## src/rtl/tea_uart_sequencer_if.sv

```systemverilog
// rtl/tea_uart_sequencer_if.sv - bus bundle between UART, sequencer and TEA core
interface tea_uart_sequencer_if #(
  parameter int KEY_BYTES = 16,
  parameter int BLK_BYTES = 8
);
  logic                   rx_valid;
  logic [7:0]             rx_data;
  logic [KEY_BYTES*8-1:0] key;
  logic [BLK_BYTES*8-1:0] blk;
  logic                   core_mode;
  logic                   core_start;
  logic                   core_done;
  logic [BLK_BYTES*8-1:0] core_result;
  logic [7:0]             tx_data;
  logic                   tx_valid;
  logic                   tx_ready;
  logic                   busy;
  logic                   err;

  // Sequencer side
  modport master (
    input  rx_valid, rx_data, core_done, core_result, tx_ready,
    output key, blk, core_mode, core_start, tx_data, tx_valid, busy, err
  );

  // Environment side: UART receiver/transmitter and TEA core
  modport slave (
    output rx_valid, rx_data, core_done, core_result, tx_ready,
    input  key, blk, core_mode, core_start, tx_data, tx_valid, busy, err
  );
endinterface

```

## src/rtl/tea_uart_sequencer.sv

```systemverilog
// rtl/tea_uart_sequencer.sv - UART frame parser and TEA core launch/result sequencer
module tea_uart_sequencer #(
  parameter int KEY_BYTES = 16,
  parameter int BLK_BYTES = 8
) (
  input logic                   clk,
  input logic                   rst,
  tea_uart_sequencer_if.master  bus
);
  localparam int KW = KEY_BYTES * 8;
  localparam int BW = BLK_BYTES * 8;
  localparam logic [4:0] KEY_LAST = 5'(KEY_BYTES - 1);
  localparam logic [4:0] BLK_LAST = 5'(BLK_BYTES - 1);

  typedef enum logic [2:0] {
    S_IDLE, S_KEY, S_BLK, S_START, S_WAIT, S_SEND
  } state_t;

  state_t        state_q, state_d;
  logic [4:0]    cnt_q, cnt_d;
  logic [KW-1:0] shadow_q, shadow_d;
  logic [KW-1:0] key_q, key_d;
  logic [BW-1:0] blk_q, blk_d;
  logic [BW-1:0] out_q, out_d;
  logic          mode_q, mode_d;
  logic          start_q, start_d;
  logic          txv_q, txv_d;
  logic          err_q, err_d;
  logic          tx_fire;

  assign tx_fire = txv_q && bus.tx_ready;

  // State and datapath registers; reset also wipes the committed key
  always_ff @(posedge clk or posedge rst) begin
    if (rst) begin
      state_q  <= S_IDLE;
      cnt_q    <= '0;
      shadow_q <= '0;
      key_q    <= '0;
      blk_q    <= '0;
      out_q    <= '0;
      mode_q   <= 1'b0;
      start_q  <= 1'b0;
      txv_q    <= 1'b0;
      err_q    <= 1'b0;
    end else begin
      state_q  <= state_d;
      cnt_q    <= cnt_d;
      shadow_q <= shadow_d;
      key_q    <= key_d;
      blk_q    <= blk_d;
      out_q    <= out_d;
      mode_q   <= mode_d;
      start_q  <= start_d;
      txv_q    <= txv_d;
      err_q    <= err_d;
    end
  end

  // Next-state decode: command parse, payload shifting, launch and result streaming
  always_comb begin
    state_d  = state_q;
    cnt_d    = cnt_q;
    shadow_d = shadow_q;
    key_d    = key_q;
    blk_d    = blk_q;
    out_d    = out_q;
    mode_d   = mode_q;
    start_d  = 1'b0;
    txv_d    = txv_q;
    err_d    = 1'b0;

    // Bytes arriving while the core owns the operands are dropped and flagged
    if (bus.rx_valid && (state_q == S_START || state_q == S_WAIT || state_q == S_SEND)) begin
      err_d = 1'b1;
    end

    case (state_q)
      S_IDLE: begin
        if (bus.rx_valid) begin
          case (bus.rx_data)
            8'h4B: begin
              state_d = S_KEY;
              cnt_d   = '0;
            end
            8'h45: begin
              state_d = S_BLK;
              cnt_d   = '0;
              mode_d  = 1'b0;
            end
            8'h44: begin
              state_d = S_BLK;
              cnt_d   = '0;
              mode_d  = 1'b1;
            end
            default: err_d = 1'b1;
          endcase
        end
      end
      S_KEY: begin
        if (bus.rx_valid) begin
          shadow_d = {shadow_q[KW-9:0], bus.rx_data};
          cnt_d    = cnt_q + 5'd1;
          if (cnt_q == KEY_LAST) begin
            // Commit the whole key at once so the core never sees a partial key
            key_d   = {shadow_q[KW-9:0], bus.rx_data};
            state_d = S_IDLE;
            cnt_d   = '0;
          end
        end
      end
      S_BLK: begin
        if (bus.rx_valid) begin
          blk_d = {blk_q[BW-9:0], bus.rx_data};
          cnt_d = cnt_q + 5'd1;
          if (cnt_q == BLK_LAST) begin
            state_d = S_START;
            cnt_d   = '0;
            start_d = 1'b1;
          end
        end
      end
      S_START: begin
        state_d = S_WAIT;
        cnt_d   = '0;
      end
      S_WAIT: begin
        if (bus.core_done) begin
          out_d   = bus.core_result;
          txv_d   = 1'b1;
          state_d = S_SEND;
          cnt_d   = '0;
        end
      end
      S_SEND: begin
        if (tx_fire) begin
          out_d = {out_q[BW-9:0], 8'h00};
          cnt_d = cnt_q + 5'd1;
          if (cnt_q == BLK_LAST) begin
            txv_d   = 1'b0;
            state_d = S_IDLE;
            cnt_d   = '0;
          end
        end
      end
      default: begin
        state_d = S_IDLE;
        cnt_d   = '0;
      end
    endcase
  end

  assign bus.key        = key_q;
  assign bus.blk        = blk_q;
  assign bus.core_mode  = mode_q;
  assign bus.core_start = start_q;
  assign bus.tx_data    = out_q[BW-1:BW-8];
  assign bus.tx_valid   = txv_q;
  assign bus.err        = err_q;
  assign bus.busy       = (state_q != S_IDLE);
endmodule
```

## src/flat_wrapper.sv

```systemverilog
// flat-port wrapper written by rule: the top's interface ports become plain ports
module tea_uart_sequencer_flat 
#(
  parameter int KEY_BYTES = 16,
  parameter int BLK_BYTES = 8
)
  (clk, rst, bus_rx_valid, bus_rx_data, bus_core_done, bus_core_result, bus_tx_ready, bus_key, bus_blk, bus_core_mode, bus_core_start, bus_tx_data, bus_tx_valid, bus_busy, bus_err);
  tea_uart_sequencer_if #(.KEY_BYTES(KEY_BYTES), .BLK_BYTES(BLK_BYTES)) bus_i ();
  input logic clk;
  input logic rst;
  input wire logic [$bits(bus_i.rx_valid)-1:0] bus_rx_valid;
  input wire logic [$bits(bus_i.rx_data)-1:0] bus_rx_data;
  input wire logic [$bits(bus_i.core_done)-1:0] bus_core_done;
  input wire logic [$bits(bus_i.core_result)-1:0] bus_core_result;
  input wire logic [$bits(bus_i.tx_ready)-1:0] bus_tx_ready;
  output wire logic [$bits(bus_i.key)-1:0] bus_key;
  output wire logic [$bits(bus_i.blk)-1:0] bus_blk;
  output wire logic [$bits(bus_i.core_mode)-1:0] bus_core_mode;
  output wire logic [$bits(bus_i.core_start)-1:0] bus_core_start;
  output wire logic [$bits(bus_i.tx_data)-1:0] bus_tx_data;
  output wire logic [$bits(bus_i.tx_valid)-1:0] bus_tx_valid;
  output wire logic [$bits(bus_i.busy)-1:0] bus_busy;
  output wire logic [$bits(bus_i.err)-1:0] bus_err;
  assign bus_i.rx_valid = bus_rx_valid;
  assign bus_i.rx_data = bus_rx_data;
  assign bus_i.core_done = bus_core_done;
  assign bus_i.core_result = bus_core_result;
  assign bus_i.tx_ready = bus_tx_ready;
  assign bus_key = bus_i.key;
  assign bus_blk = bus_i.blk;
  assign bus_core_mode = bus_i.core_mode;
  assign bus_core_start = bus_i.core_start;
  assign bus_tx_data = bus_i.tx_data;
  assign bus_tx_valid = bus_i.tx_valid;
  assign bus_busy = bus_i.busy;
  assign bus_err = bus_i.err;
  tea_uart_sequencer #(.KEY_BYTES(KEY_BYTES), .BLK_BYTES(BLK_BYTES)) u_core (.clk(clk), .rst(rst), .bus(bus_i));
endmodule
```

## config.mk

```make
export PLATFORM = sky130hd
export DESIGN_NAME = tea_uart_sequencer_flat
export DESIGN_NICKNAME = d
export VERILOG_FILES = /design/src/rtl/tea_uart_sequencer_if.sv /design/src/rtl/tea_uart_sequencer.sv /design/src/flat_wrapper.sv
export SDC_FILE = /design/constraint.sdc
export NUM_CORES = 1
export LEC_CHECK = 0
export ABC_AREA = 0
export CAP_MARGIN = 10
export CORE_MARGIN = 1
export CORE_UTILIZATION = 44
export DETAILED_ROUTE_END_ITERATION = 6
export PLACE_DENSITY = 0.72
export SLEW_MARGIN = 0
export SYNTH_ARGS = -nofsm -noshare
export SYNTH_HDL_FRONTEND = slang
export SYNTH_SLANG_ARGS = --single-unit
```

## constraint.sdc

```tcl
create_clock -name clk -period 13.02 [get_ports clk]
set_clock_uncertainty 0.2 [all_clocks]
set_input_delay 1.953 -clock clk [delete_from_list [all_inputs] [get_ports clk]]
set_output_delay 1.953 -clock clk [all_outputs]
set_load 0.01 [all_outputs]
```

==> results of run 1 <==
kinds of logic (layout without fill, tap and decap cells):
| logic type | Yosys count | in the layout | share of synthesized area [%] |
|---|---|---|---|
| AOI/OAI and AO/OA | 95 | 95 | 3.462 |
| muxes | 361 | 361 | 26.26 |
| DFF | 388 | 388 | 63.66 |
| and+or+nand+nor | 115 | 115 | 3.437 |
| adders and majority gates | 3 | 3 | 0.2461 |
| buffers and inverters | 83 | 376 | 2.937 |
final cells by class:
cell class	instances	area share [%]
Tap cell	448	2.846
Clock buffer	58	6.055
Clock inverter	17	0.8895
Inverter	14	0.3050
Sequential cell	388	49.30
Timing Repair Buffer	287	14.57
Multi-Input combinational cell	574	26.03
cells in the mapped netlist:
| cell type | number |
|---|---|
| a221o_1 | 1 |
| o22ai_1 | 1 |
| or4b_4 | 1 |
| a221oi_1 | 1 |
| ha_1 | 3 |
| nor2b_1 | 4 |
| inv_1 | 14 |
| nand2b_1 | 3 |
| nand4b_1 | 1 |
| mux2_2 | 193 |
| a21boi_1 | 1 |
| o221ai_2 | 1 |
| nand3_1 | 11 |
| nor2_1 | 69 |
| dfrtp_1 | 388 |
| and4bb_2 | 1 |
| and3_1 | 1 |
| or3b_2 | 1 |
| nor4_1 | 2 |
| nor3_1 | 1 |
| a31oi_1 | 1 |
| o21ai_0 | 12 |
| nand4_1 | 1 |
| mux2i_1 | 48 |
| buf_2 | 25 |
| o21bai_1 | 1 |
| and3b_1 | 1 |
| a31o_2 | 1 |
| nand2_1 | 14 |
| o21ai_1 | 2 |
| mux2_1 | 120 |
| and2_1 | 1 |
| a21oi_4 | 1 |
| o32a_1 | 1 |
| nor3b_1 | 2 |
| o31ai_1 | 1 |
| a21oi_1 | 69 |
| a22o_1 | 1 |
| buf_4 | 28 |
| or4b_1 | 1 |
| clkbuf_1 | 16 |
through the flow:
step / utilization (%) / area, um2 / hold slack [ns] / setup slack [ns]
floorplan: - / 15250 / 0.2710 / 0.08280
global placement: 54.25 / 18330 / 0.2669 / 7.516
detailed placement: 54.25 / 18330 / 0.2747 / 7.495
CTS: 58.29 / 19690 / 0.2939 / 8.061
global route: 58.29 / 19690 / 0.3002 / 7.870
finish: 58.29 / 19690 / 0.2867 / 8.085
registers in the layout, indices dropped and copies added (netlist names):
signal	cells
u_core.bus.core_mode	1
u_core.out_q	64
u_core.bus.err	1
u_core.bus.key	128
u_core.bus.blk	64
u_core.bus.core_start	1
u_core.state_q	3
u_core.bus.tx_valid	1
u_core.cnt_q	5
u_core.shadow_q	120
placed cells by master (no fill, tap or decap), drive strengths merged, types with 4 or more instances in the layout:
cell type      count
a21oi             70
buf                6
clkbuf            58
clkdlybuf4s50    281
clkinv            10
dfrtp            388
inv               15
mux2             313
mux2i             48
nand2             14
nand3             11
nor2              69
nor2b              4
o21ai             14
report_power, final:
group | internal, mW | switching [mW] | total [mW]
clock network | 0.700 | 0.466 | 1.17
logic | 0.219 | 0.260 | 0.479
registers | 1.35 | 0.0881 | 1.44
total | 2.27 | 0.814 | 3.08
path summary, 6_finish.rpt:
| path | slack [ns] | to | startpoint | cells past startpoint |
|---|---|---|---|---|
| max | 8.09 | u_core.bus.key[99] | bus_rx_valid | 5 |
| min | 0.29 | u_core.bus.key[33] | u_core.bus.key[33] | 1 |
| max reg2reg | 9.15 | u_core.bus.key[99] | u_core.state_q[0] | 5 |
| min reg2reg | 0.29 | u_core.bus.key[33] | u_core.bus.key[33] | 1 |
| max in group asynchronous | 9.25 | u_core.bus.blk[18] | rst | 3 |
| min in group asynchronous | 1.79 | u_core.bus.key[29] | rst | 2 |
critical path: stages:
cell             delay, ns
clkdlybuf4s50_1       0.60
and3b_4               0.81
nand2_4               0.59
buf_4                 0.63
mux2_1                0.47
per-layer routing:
layer / up-vias / wire, um / global-route usage [%]
met5: - / 0 / 0
met2: 240 / 14680 / 28.90
met1: 4559 / 13670 / 24.31
met4: 0 / 663 / 5.003
li1: 4182 / - / -
met3: 55 / 2227 / 5.308
==> flow_summary.ini, run 1 <==
[cells_and_area]
nFillCells = 2703
num_antenna_cells = 0
drive_gt1_share_pct = 20.70
seqCellArea_mm2 = 0.009709
multi_input_area_mm2 = 0.005126
instances_no_fill = 1786
fin_nets = 1386
area_delta_synth_final_pct = 29.12

[flow_run]
maxCapViolCount = 0

[clock_tree]
clk_latency_ns = 0.53
clock_path_buffers = 3
cts_tree = done
cts_root_buf = clkbuf_16
cts.sinks = 388
cts_hold_buf = 0
post_cts_buffers = 0
cts_buffers = 41
post_cts_resized = 0
htreeDepth = 2
clkTransAtPathRegs_ns = 0.06

[placement]
port_buffers = 281
gp_congestion = 0.7668
numPlacedInstances = 1711
hpwl_um = 20540

[yosys]
yosysUniqueCellTypes = 41
synth_seq_cells = 388
syn_area_mm2 = 0.01525
syn-mean-instance-area_um2 = 14.60
yosys.area.top_type_share_pct = 63.66
synth_nets = 1125
ys_warn_count = 0
yosys-top-cells-area = dfrtp_1, mux2_2, mux2_1, mux2i_1, a21oi_1
yosysTopAreaCell = dfrtp_1
yosysSeqAreaShare_pct = 63.66
postSynthCellCount = 1045

[timing]
rsz0062_at_grt = no
hold_viol_final = 0
slew_headroom_pct = 21.52
drv_slew = 0
setup-tns-final_ns = 0
tightest_slew_ns = 1.177
fin_crit_sh_pct = 37.90
max_freq_mhz = 202.6
period_minus_slack_ns = 4.935
finalSetupViolations = 0

[floorplanning]
core-area_mm2 = 0.03378
die-area_mm2 = 0.03541
rows = 67
initial_core_util_pct = 45.15
io_pins = 282
die_y_um = 188.2
dieWidth_um = 188.2

[power_and_ir_drop]
p_leak_nw = 9.499
peakVddDrop_uv = 133.7
power.total_mw = 3.080
powerDensity_mw_per_mm2 = 156.4

[global_routing]
grt_pass1_vias = 9409
grt_start_max_net_pins = 190
grt_pass1_wl_um = 51720
antenna_found_initial = 0
track_usage_pct = 18.18
overflow = 0

[hold_path]
hp-class = reg2reg

[detailed_routing]
antenna_left = 0
wl_um = 31230
drt_first_pass_iters = 6
wl_per_cell_um = 17.49
vias_per_cell = 5.059
vias = 9036
drc = 0
drt_iter0_drc = 497

[critical_path]
crit_type = in2reg
worstPathArrival_ns = 5.14
worstPathRequired_ns = 13.23
cp-end-kind = flop
path_max_fanout = 77
start_kind = primary input

[outcome]
status = finished, final reports clean
No activity file was read; power rests on OpenSTA's default activity.
==> run 2: changes to the inputs <==
Clock period 13.02 ns to 4 ns, I/O delays scaled along.
==> run 2 against run 1 <==
Effect of this change:
- total power increased to 3.3 times the previous value
- setup slack got worse by 6.9 ns
- hold slack got worse by 0.0018 ns
- critical path depth decreased by 2
- first-iteration DRC count decreased by 22%
- critical path type is now reg2out
- register-to-register slack got worse by 7.9 ns
- combinational power increased to 3.3 times the previous value
- utilization increased by 0.39 points
- sequential share of layout area decreased by 0.32 points
- highest routed layer unchanged
- die area unchanged
==> flow_summary.ini, run 2 (synthesized netlist as in run 1, its figures left out) <==
[cells_and_area]
fin_area_mm2 = 0.01982
drive_gt1_share_pct = 20.88
num_antenna_cells = 0
fin_nets = 1395
utilization_pct = 58.68
largest_reg_flops = 128
layout_commonest_cell = dfrtp_1
area_delta_synth_final_pct = 29.98
layout_common_cells = dfrtp_1, clkdlybuf4s50_1, mux2_2
nFillCells = 2723

[detailed_routing]
wl_met3_um = 2258
wl_um = 31660
drt_iter0_drc = 386
vias_per_cell = 5.060
drt_first_pass_iters = 4
top_layer = met4
wl_per_cell_um = 17.70
drc = 0
wl_met2_um = 15350
antenna_left = 0
vias = 9053
drt-met1-wl_um = 13610

[timing]
hold_viol_final = 0
period_minus_slack_ns = 2.829
max_freq_mhz = 353.5
fin_crit_sh_pct = 70.72
tightest_slew_ns = 0.8740
finalSetupViolations = 0
rsz0062_at_grt = no
drv_slew = 0
slew_headroom_pct = 41.73

[power_and_ir_drop]
power_frac_clock_pct = 37.8
internal_power_mw = 7.472
p_leak_nw = 9.565
netSwitchingFraction_pct = 26.00
power_switching_mw = 2.626
p_seq_share_pct = 46.6
peakVddDrop_uv = 423.2
power.total_mw = 10.10
comb_power_share_pct = 15.6
powerDensity_mw_per_mm2 = 509.4

[floorplanning]
initial_core_util_pct = 45.15
core-area_mm2 = 0.03378
die_y_um = 188.2
io_pins = 282
rows = 67
dieWidth_um = 188.2
die-area_mm2 = 0.03541

[critical_path]
path_max_fanout = 16
worstPathArrival_ns = 2.03
worstPathRequired_ns = 3.20
crit_type = reg2out
cp-end-kind = output port
start_kind = flop

[clock_tree]
htreeDepth = 2
cts_root_buf = clkbuf_16
clock_path_buffers = 3
cts_tree = done
cts_hold_buf = 0
post_cts_resized = 0
clkTransAtPathRegs_ns = 0.06
cts_buffers = 41
post_cts_buffers = 0
cts.sinks = 388
clk_latency_ns = 0.51

[global_routing]
track_usage_pct = 18.21
grt_pass1_vias = 9429
grt_start_max_net_pins = 121
grt_pass1_wl_um = 51850
overflow = 0
antenna_found_initial = 0

[placement]
postPlaceCellArea_mm2 = 0.01847
gp_congestion = 0.7617
hpwl_um = 21000
port_buffers = 281

[outcome]
status = finished, final reports clean

[flow_run]
maxCapViolCount = 0

[hold_path]
hp-class = reg2reg
[run 2: changes by cell type in the layout (fill, tap and decap cells not counted), sizes merged]
| cell | before | now |
|---|---|---|
| buf | 6 | 15 |
| bufinv | 3 | 5 |
| clkbuf | 58 | 59 |
| clkinv | 10 | 5 |
| clkinvlp | 3 | 1 |
| inv | 15 | 13 |
[run 2: metal layers]
layer  track usage, %  vias to the layer above
met1            23.86                     4581
met5                0                        -
met3            5.308                       42
li1                 -                     4203
met2            30.05                      227
met4            3.846                        0
[run 2: cell type report]
| type | instances | area, um2 | area share [%] |
|---|---|---|---|
| sequential | 388 | 9709 | 48.98 |
| multi-input combinational | 574 | 5126 | 25.86 |
| timing repair buffer | 296 | 3013 | 15.20 |
| clock buffer | 59 | 1184 | 5.971 |
| tap | 448 | 560.5 | 2.828 |
| clock inverter | 10 | 175.2 | 0.8836 |
| inverter | 14 | 56.30 | 0.2840 |
[run 2: final timing paths]
| check | from | end | slack (ns) | cells after the start |
|---|---|---|---|---|
| setup / recovery | u_core.state_q[2] | bus_busy | 1.17 | 3 |
| setup reg to reg | u_core.state_q[2] | u_core.bus.blk[58] | 1.22 | 4 |
| max in group asynchronous | rst | u_core.bus.key[79] | 2.37 | 3 |
| hold reg to reg | u_core.bus.key[13] | u_core.bus.key[13] | 0.28 | 1 |
| min in group asynchronous | rst | u_core.bus.key[32] | 0.31 | 2 |
| hold / removal | u_core.bus.key[13] | u_core.bus.key[13] | 0.28 | 1 |
[run 2: worst max-delay path: stages (launching register included)]
cell and delay, ns:
dfrtp_1 0.64, nor2_1 0.15, nand2_1 0.15, clkdlybuf4s50_1 0.58
[run 2: stage by stage]
| stage | hold WS, ns | TNS, ns | instances | setup WS (ns) |
|---|---|---|---|---|
| after floorplan | 0.2710 | -782.95 | 1045 | -2.018 |
| after global placement | 0.2723 | 0 | 1720 | 1.037 |
| after detailed placement | 0.2799 | 0 | 1720 | 0.9896 |
| after CTS | 0.2936 | 0 | 1789 | 1.173 |
| after global routing | 0.3076 | 0 | 1789 | 1.063 |
| final | 0.2849 | 0 | 1789 | 1.171 |
[run 2: power by group through the flow]
stage / Sequential (mW) / Combinational (mW) / Clock (mW)
2_1_floorplan: 4.63 / 1.27 / 0
3_3_place_gp: 4.76 / 1.54 / 0
3_5_place_dp: 4.78 / 1.59 / 0
4_1_cts: 4.71 / 1.60 / 3.94
5_1_grt: 4.77 / 1.77 / 4.08
6_report: 4.70 / 1.58 / 3.82
